## config.mk

```make
export PLATFORM = sky130hd
export DESIGN_NAME = parity_frame_tx
export DESIGN_NICKNAME = d
export VERILOG_FILES = /design/src/rtl/parity_frame_tx.sv
export SDC_FILE = /design/constraint.sdc
export NUM_CORES = 1
export LEC_CHECK = 0
export CAP_MARGIN = 20
export CELL_PAD_IN_SITES_DETAIL_PLACEMENT = 1
export CELL_PAD_IN_SITES_GLOBAL_PLACEMENT = 1
export CORE_ASPECT_RATIO = 0.8
export CORE_MARGIN = 3
export CORE_UTILIZATION = 42
export DETAILED_ROUTE_END_ITERATION = 12
export PLACE_DENSITY = 0.82
export SETUP_SLACK_MARGIN = 0.4
export SLEW_MARGIN = 40
export SYNTH_ARGS = -nofsm -noshare
export SYNTH_HDL_FRONTEND = slang
export SYNTH_SLANG_ARGS = --single-unit
export TNS_END_PERCENT = 5
```

## constraint.sdc

```tcl
create_clock -name C -period 3.55 [get_ports C]
set_clock_uncertainty 0.1 [all_clocks]
set_input_delay 0.71 -clock C [delete_from_list [all_inputs] [get_ports C]]
set_output_delay 0.71 -clock C [all_outputs]
set_load 0.01 [all_outputs]
```

## src/rtl/parity_frame_tx.sv

```systemverilog
// Serial frame transmitter: parallel words in over valid/ready, MSB-first serial out,
// optional even/odd parity bit appended to each frame.
module parity_frame_tx #(
    parameter int unsigned DATA_W    = 3,
    parameter bit          PARITY_EN = 1'b1,
    parameter bit          ODD       = 1'b0
) (
    input  logic              C,
    input  logic              NR,
    input  logic [DATA_W-1:0] DIN,
    input  logic              DIN_VLD,
    output logic              DIN_RDY,
    output logic              SOUT,
    output logic              SOUT_VLD,
    output logic              FRAME,
    output logic              BUSY
);

    localparam int unsigned FrameLen = DATA_W + 32'(PARITY_EN);
    localparam int unsigned CntW     = $clog2(FrameLen);
    localparam logic [CntW-1:0] LastData = CntW'(DATA_W - 1);

    typedef enum logic [1:0] {StIdle, StData, StPar} state_e;

    state_e              state_q;
    logic [DATA_W-1:0]   shift_q;
    logic [DATA_W-1:0]   hold_q;
    logic                hold_full_q;
    logic                par_q;
    logic [CntW-1:0]     cnt_q;
    logic                sout_q;
    logic                sout_vld_q;
    logic                frame_q;

    logic                accept;
    logic                last_bit;
    logic                load_now;
    logic [DATA_W-1:0]   load_word;

    always_comb begin
        accept    = DIN_VLD & ~hold_full_q;
        last_bit  = (state_q == StPar) |
                    ((state_q == StData) & (cnt_q == LastData) & ~PARITY_EN);
        // A held word always takes priority over DIN when a new frame starts.
        load_word = hold_full_q ? hold_q : DIN;
        load_now  = ((state_q == StIdle) & accept) | (last_bit & (hold_full_q | accept));
    end

    always_ff @(posedge C or negedge NR) begin
        if (!NR) begin
            state_q     <= StIdle;
            shift_q     <= '0;
            hold_q      <= '0;
            hold_full_q <= 1'b0;
            par_q       <= 1'b0;
            cnt_q       <= '0;
            sout_q      <= 1'b0;
            sout_vld_q  <= 1'b0;
            frame_q     <= 1'b0;
        end else begin
            frame_q <= 1'b0;
            if (load_now) begin
                // First bit goes straight to SOUT; shifter keeps the remaining bits.
                state_q    <= StData;
                sout_q     <= load_word[DATA_W-1];
                shift_q    <= load_word << 1;
                par_q      <= (^load_word) ^ ODD;
                cnt_q      <= '0;
                sout_vld_q <= 1'b1;
                frame_q    <= 1'b1;
            end else if (last_bit) begin
                state_q    <= StIdle;
                sout_q     <= 1'b0;
                sout_vld_q <= 1'b0;
                cnt_q      <= '0;
            end else if (state_q == StData) begin
                cnt_q <= cnt_q + 1'b1;
                if (cnt_q == LastData) begin
                    state_q <= StPar;
                    sout_q  <= par_q;
                end else begin
                    sout_q  <= shift_q[DATA_W-1];
                    shift_q <= shift_q << 1;
                end
            end

            if (hold_full_q && load_now) begin
                hold_full_q <= 1'b0;
            end else if (accept && !load_now) begin
                hold_q      <= DIN;
                hold_full_q <= 1'b1;
            end
        end
    end

    assign DIN_RDY  = ~hold_full_q;
    assign SOUT     = sout_q;
    assign SOUT_VLD = sout_vld_q;
    assign FRAME    = frame_q;
    assign BUSY     = (state_q != StIdle) | hold_full_q;

endmodule

```

==> out/metrics.cfg <==
[run_status]
status=complete, no violations

[timing]
setup_viol=0
peak_clock_frequency_supported_by_timing_ghz=0.399
period_utilisation_layout=0.705
tightest_slew_ns=0.627
rsz0062_at_grt=no
hold_viol_final=0
timing.final.max_slew_violations=0
holdWs_ns=0.379
slew-limit-headroom=0.580
fin_tns_setup_ns=0
min_period_ns=2.50

[setup_path]
worst_flop_to_flop_path_startpoint=hold_full_q$_DFFE_PN0P_
critPathBufInv=1
worstPathRequired_ns=2.74
crit_path_end_kind=primary output
ff2ff_setup_slack_ns=1.92
depth_of_the_worst_register_to_register_path=4
worst_path_dominant_cell_family=flip-flops
worstPathCellList=or3_1 > clkdlybuf4s50_1
setup.worst_path.start_class=register
critPathMaxStageDelay_ns=0.54
critical_path_class=reg2out
cpMaxStageDelayCell=dfrtp_1
crit_path_max_fanout=13
critical_path.reg2reg.endpoint=SOUT$_DFFE_PN0P_
crit_arrival_ns=1.69

[synthesis]
synth.net_count=67
synth.largest_area_cell=dfrtp_1
synth.top_cells.by_area=dfrtp_1 51%, mux2_2 8.2%, mux2i_1 4.4%
yosysWarningCount=0
yosys_most_used_dff=dfrtp_1
synthesis.area_per_instance_sq_um=11.5
synth.area.mux_share=0.167
synth-seq-cells=14
netlist_area_sq_um=689
combinational_family_with_the_most_area_after_synthesis=multiplexers
compound_cell_area_share_of_the_yosys_netlist=0.132
post_synth_xor_area_fraction=0.0127
synth_enable_flop_cells=0
asyncSetResetFlopFracSynth=1.00
synthAdderAreaFrac=0.0181
synthDistinctLibCells=27
synth.yosys.seq_area_share=0.508
simple_gate_share_of_the_synthesized_area=0.127
post-synth-top-area-fraction=0.508
gate_count_of_the_mapped_netlist=60

[layout]
leading_cell_type_in_the_layout_fill_and_taps_excluded=dfrtp_1
syn2layout_area_growth_pct=21.2
final_layout_size_suffix_gt1_frac=0.181
finish.net_count=80
antennaDiodeCount=0
layout.filler_cells=169
post-route-cell-area_sq_um=836
layout_common_cells=14 x dfrtp_1, 10 x clkdlybuf4s50_1, 6 x o21ai_0, 6 x nand2_1, 5 x mux2_2
seq_area_sq_um=350
final_core_utilization=0.574
multi_input_area_sq_um=315

[route]
drc=0
routed_wire_length_per_instance_um=13.5
drtAntennaViolNets=0
route.final.wire_length_um=1260
drtIter0Drc=1
first_pass_iters=2
vias=479
via_per_inst=5.15

[placement]
gpl.final_weighted_congestion=0.721
dpl-instance-area_sq_um=800
portBuffers=10
detailedPlacementHpwl_um=976

[clocking]
post_cts.repair.setup_buffers=0
cts_tree=done
cts_made_buffers=3
post_cts_resized=0
h_tree_lvl_count=1
tritoncts_num_sinks=14
holdBufCountCts=0
cts_buffer_depth=2
clock_insertion_delay_worst_skew_ns=0.28
clk_pin_slew_worst_paths_ns=0.08
clock-root-buffer=clkbuf_4

[floorplan]
floorplan.initialDensity=0.473
floorplan_die_height_um=42.2
ioPinCount=11
dieArea_sq_um=2170
die_width_um=51.3
core_area_sq_um=1460
std_cell_rows=12

[pwr]
internal_power_mw=0.234
pwr_density_cell_nw_per_um2=351
combinationalPowerShare=0.054
report.power.total_mw=0.293
power.share.switching=0.202
power.static_leakage_nw=0.388
power_frac_clock=0.387
power_frac_seq=0.558
power.ir.vdd_worst_v=0.000212
net-switching-power_mw=0.0592

[global_routing]
antenna_violations_before_repair=0
grt_start_max_net_pins=15
vias_in_the_first_global_route=466
grt-ovfl-total=0
grt_first_pass_wirelength_um=2190
global_route.usage.total=0.138

[hold_path]
hold_path.startpoint=SOUT_VLD$_DFFE_PN0P_
holdPathStages=1
timing.hold.worst.class=reg2reg
hold_path_end=SOUT_VLD$_DFFE_PN0P_

[run]
max_cap_violations=0

power groups by stage:
| stage | Clock, mW | Sequential [mW] | Combinational, mW |
|---|---|---|---|
| floorplan | 0 | 0.167 | 0.00471 |
| global placement | 0 | 0.167 | 0.0160 |
| CTS | 0.119 | 0.164 | 0.0163 |
| finish | 0.114 | 0.164 | 0.0159 |
| global route | 0.126 | 0.164 | 0.0179 |
| detailed placement | 0 | 0.167 | 0.0163 |
through the flow:
step	setup slack [ns]	instances
6_report	1.05	93
5_1_grt	0.955	93
3_3_place_gp	1.38	89
4_1_cts	1.03	93
2_1_floorplan	1.78	60
3_5_place_dp	1.36	89
logic make-up (layout without fill, tap and decap cells):
logic type / after synthesis / in the layout
compound gates: 14 / 14
xor+xnor: 1 / 1
fa+ha+maj: 1 / 1
buf+inv: 4 / 16
mux: 10 / 10
flops: 14 / 14
simple gates: 16 / 16
sequential cells by signal (all words and copies together), names as in the netlist:
signal	count
hold_q	3
cnt_q	2
shift_q	2
state_q	2
FRAME	1
SOUT	1
SOUT_VLD	1
hold_full_q	1
par_q	1
cells in the mapped netlist (2+ instances only):
cell and count:
mux2i_1 3, mux2_2 5, nand2b_1 2, o21ai_1 2, inv_1 2, nand2_1 6
dfrtp_1 14, o21ai_0 6, or3_1 2
how the worst max path moves through the flow:
stage / from / endpoint / slack [ns] / cells after the start
after floorplan: state_q[0]$_DFFE_PN0P_ / BUSY / 1.78 / 2
after detailed placement: state_q[0]$_DFFE_PN0P_ / BUSY / 1.36 / 2
after global placement: state_q[0]$_DFFE_PN0P_ / BUSY / 1.38 / 2
after CTS: state_q[0]$_DFFE_PN0P_ / BUSY / 1.03 / 2
final: state_q[0]$_DFFE_PN0P_ / BUSY / 1.05 / 2
after global routing: state_q[0]$_DFFE_PN0P_ / BUSY / 0.95 / 2
final cells by class:
class,count,share of cell area
clock buffers,4,0.0434
multi-input cells,42,0.377
repair buffers,10,0.120
flip-flops and latches,14,0.419
inverters,2,0.00898
well taps,21,0.0314
per-layer routing:
metal | wire length, um | vias up | global-route usage
li1 | - | 237 | -
met1 | 615 | 232 | 0.170
met2 | 575 | 8 | 0.221
met3 | 55 | 2 | 0.0641
met4 | 13 | 0 | 0.0314
met5 | 0 | - | 0
No activity file was read; power rests on OpenSTA's default activity.
==> edit (same settings) <==
The parameter `ODD` goes from 1'b0 to 1'b1.
--- a/src/rtl/parity_frame_tx.sv
+++ b/src/rtl/parity_frame_tx.sv
@@ -3,7 +3,7 @@
 module parity_frame_tx #(
     parameter int unsigned DATA_W    = 3,
     parameter bit          PARITY_EN = 1'b1,
-    parameter bit          ODD       = 1'b0
+    parameter bit          ODD       = 1'b1
 ) (
     input  logic              C,
     input  logic              NR,
Behaviour: not the same (Yosys sat finds a counterexample within 10 cycles, from zero or initial values).
==> edit against the unedited design <==
- largest cell class unchanged
- count of clock-buffer cells in the layout unchanged
- worst setup slack got worse by 0.069 ns
- area after synthesis is 4.0% higher
- routed wire length grew 12%
- via count rose by 1.3%
- power is 1.3% higher
- global-route usage is 1.4 points higher
- combinational power up 9%
- design area grew 3.3%
- sequential cell count did not move
- sequential share of layout area is 1.3 points lower
- highest routed layer unchanged
- non-clock buffer count unchanged
==> edit: results (changes against the unedited design) <==
layout cells sized above 1 = 27.0% (was 18.1%)
leakage = 0.406 nW (was 0.388 nW)
Synth Net Count = 69 (was 67)
number of distinct library cells after synthesis = 26 (was 27)
Post-synth top cells = dfrtp_1 (14), nand2_1 (7), mux2_2 (6), o21ai_0 (6), mux2i_1 (3) (was dfrtp_1 (14), nand2_1 (6), o21ai_0 (6))
post_cts resized = 0 (unchanged)
sequential cell area fraction in the yosys report = 48.9% (was 50.8%)
placer congestion estimate = 0.808 (was 0.721)
drt wl/cell = 14.9 um (was 13.5 um)
largest net degree at the start of global routing = 15 (unchanged)
Async SR Flop Fraction = 100% (unchanged)
nets = 82 (was 80)
Area after DPL = 827 um^2 (was 800 um^2)
Post-CTS Setup Inserts = 0 (unchanged)
worst slew pin tran = 0.643 ns (was 0.627 ns)
hpwl dp = 1.03 mm (was 976 um)
Fillers = 164 (was 169)
fin util = 58.1% (was 57.4%)
status = complete, no violations (unchanged)
Via density = 5.11 (was 5.15)
cell family with most CP delay = flip-flops (unchanged)
Worst VDD drop = 0.262 mV (was 0.212 mV)
initial detailed-routing violation count = 7 (was 1)
clock transition at the registers of the reported paths = 0.09 ns
First-pass DRT Iterations = 3 (was 2)
first-pass GRT wire length = 2.37 mm (was 2.19 mm)
Area contributors post-synth = dfrtp_1 (49%), mux2_2 (9.4%), mux2i_1 (4.2%) (was dfrtp_1 (51%), mux2_2 (8.2%), mux2i_1 (4.4%))
slowest CP cell = dfrtp_1 (unchanged)
Crit Path Max Fanout = 11 (was 13)
CTS Root Cell = clkbuf_4 (unchanged)
CP Data Arrival Time = 1.76 ns (was 1.69 ns)
Yosys warnings = 0 (unchanged)
CP peak stage delay = 0.51 ns (was 0.54 ns)
gr usage total = 15.2% (was 13.8%)
[edit: final cells by class]
class	instances	area share (%)
sequential	14	40.6
multi-input combinational	44	39.7
timing repair buffer	10	11.6
clock buffer	4	4.20
tap	21	3.04
inverter	2	0.870
[edit: stage by stage]
stage                     worst slack, ns  cells
after CTS                           0.967     95
after floorplan                      1.73     62
after detailed placement             1.29     91
final                               0.977     95
after global routing                0.895     95
after global placement               1.30     91
[edit: final timing paths]
check / start / endpoint / slack [ns] / cells past startpoint
max in group asynchronous: NR / SOUT_VLD$_DFFE_PN0P_ / 2.22 / 1
hold / removal: SOUT$_DFFE_PN0P_ / SOUT$_DFFE_PN0P_ / 0.39 / 2
setup reg to reg: hold_full_q$_DFFE_PN0P_ / hold_q[1]$_DFFE_PN0P_ / 1.97 / 3
min in group asynchronous: NR / hold_q[2]$_DFFE_PN0P_ / 0.71 / 1
hold reg to reg: SOUT$_DFFE_PN0P_ / SOUT$_DFFE_PN0P_ / 0.39 / 2
setup / recovery: state_q[0]$_DFFE_PN0P_ / BUSY / 0.98 / 2
[edit: logic make-up after synthesis]
kind of cell / Yosys count / share of synthesized area (%)
and+or+nand+nor: 16 / 12.2
DFF: 14 / 48.9
AOI/OAI and AO/OA: 13 / 12.6
muxes: 11 / 17.6
buffers and inverters: 4 / 3.32
xor gates and xnor gates: 3 / 3.67
adders and majority gates: 1 / 1.74
[edit: layer usage]
metal	global-route usage [%]	routed length, um	part of all wire (%)	vias up
met5	0	0	0	-
met4	6.12	16	1.1	0
met3	6.32	55	3.9	4
met2	21.8	674	48	9
met1	20.2	666	47	231
li1	-	-	-	241
[edit: worst reg2reg max path, cell delays in order, from the launching register on]
cell     delay, ns
dfrtp_1       0.56
and2b_2       0.29
nand2_1       0.16
mux2_2        0.36
[edit: power breakdown]
part           internal [mW]  leakage, nW  switching (mW)
Sequential             0.162        0.172         0.00154
Combinational        0.00947        0.213         0.00782
Clock                 0.0625       0.0210          0.0536
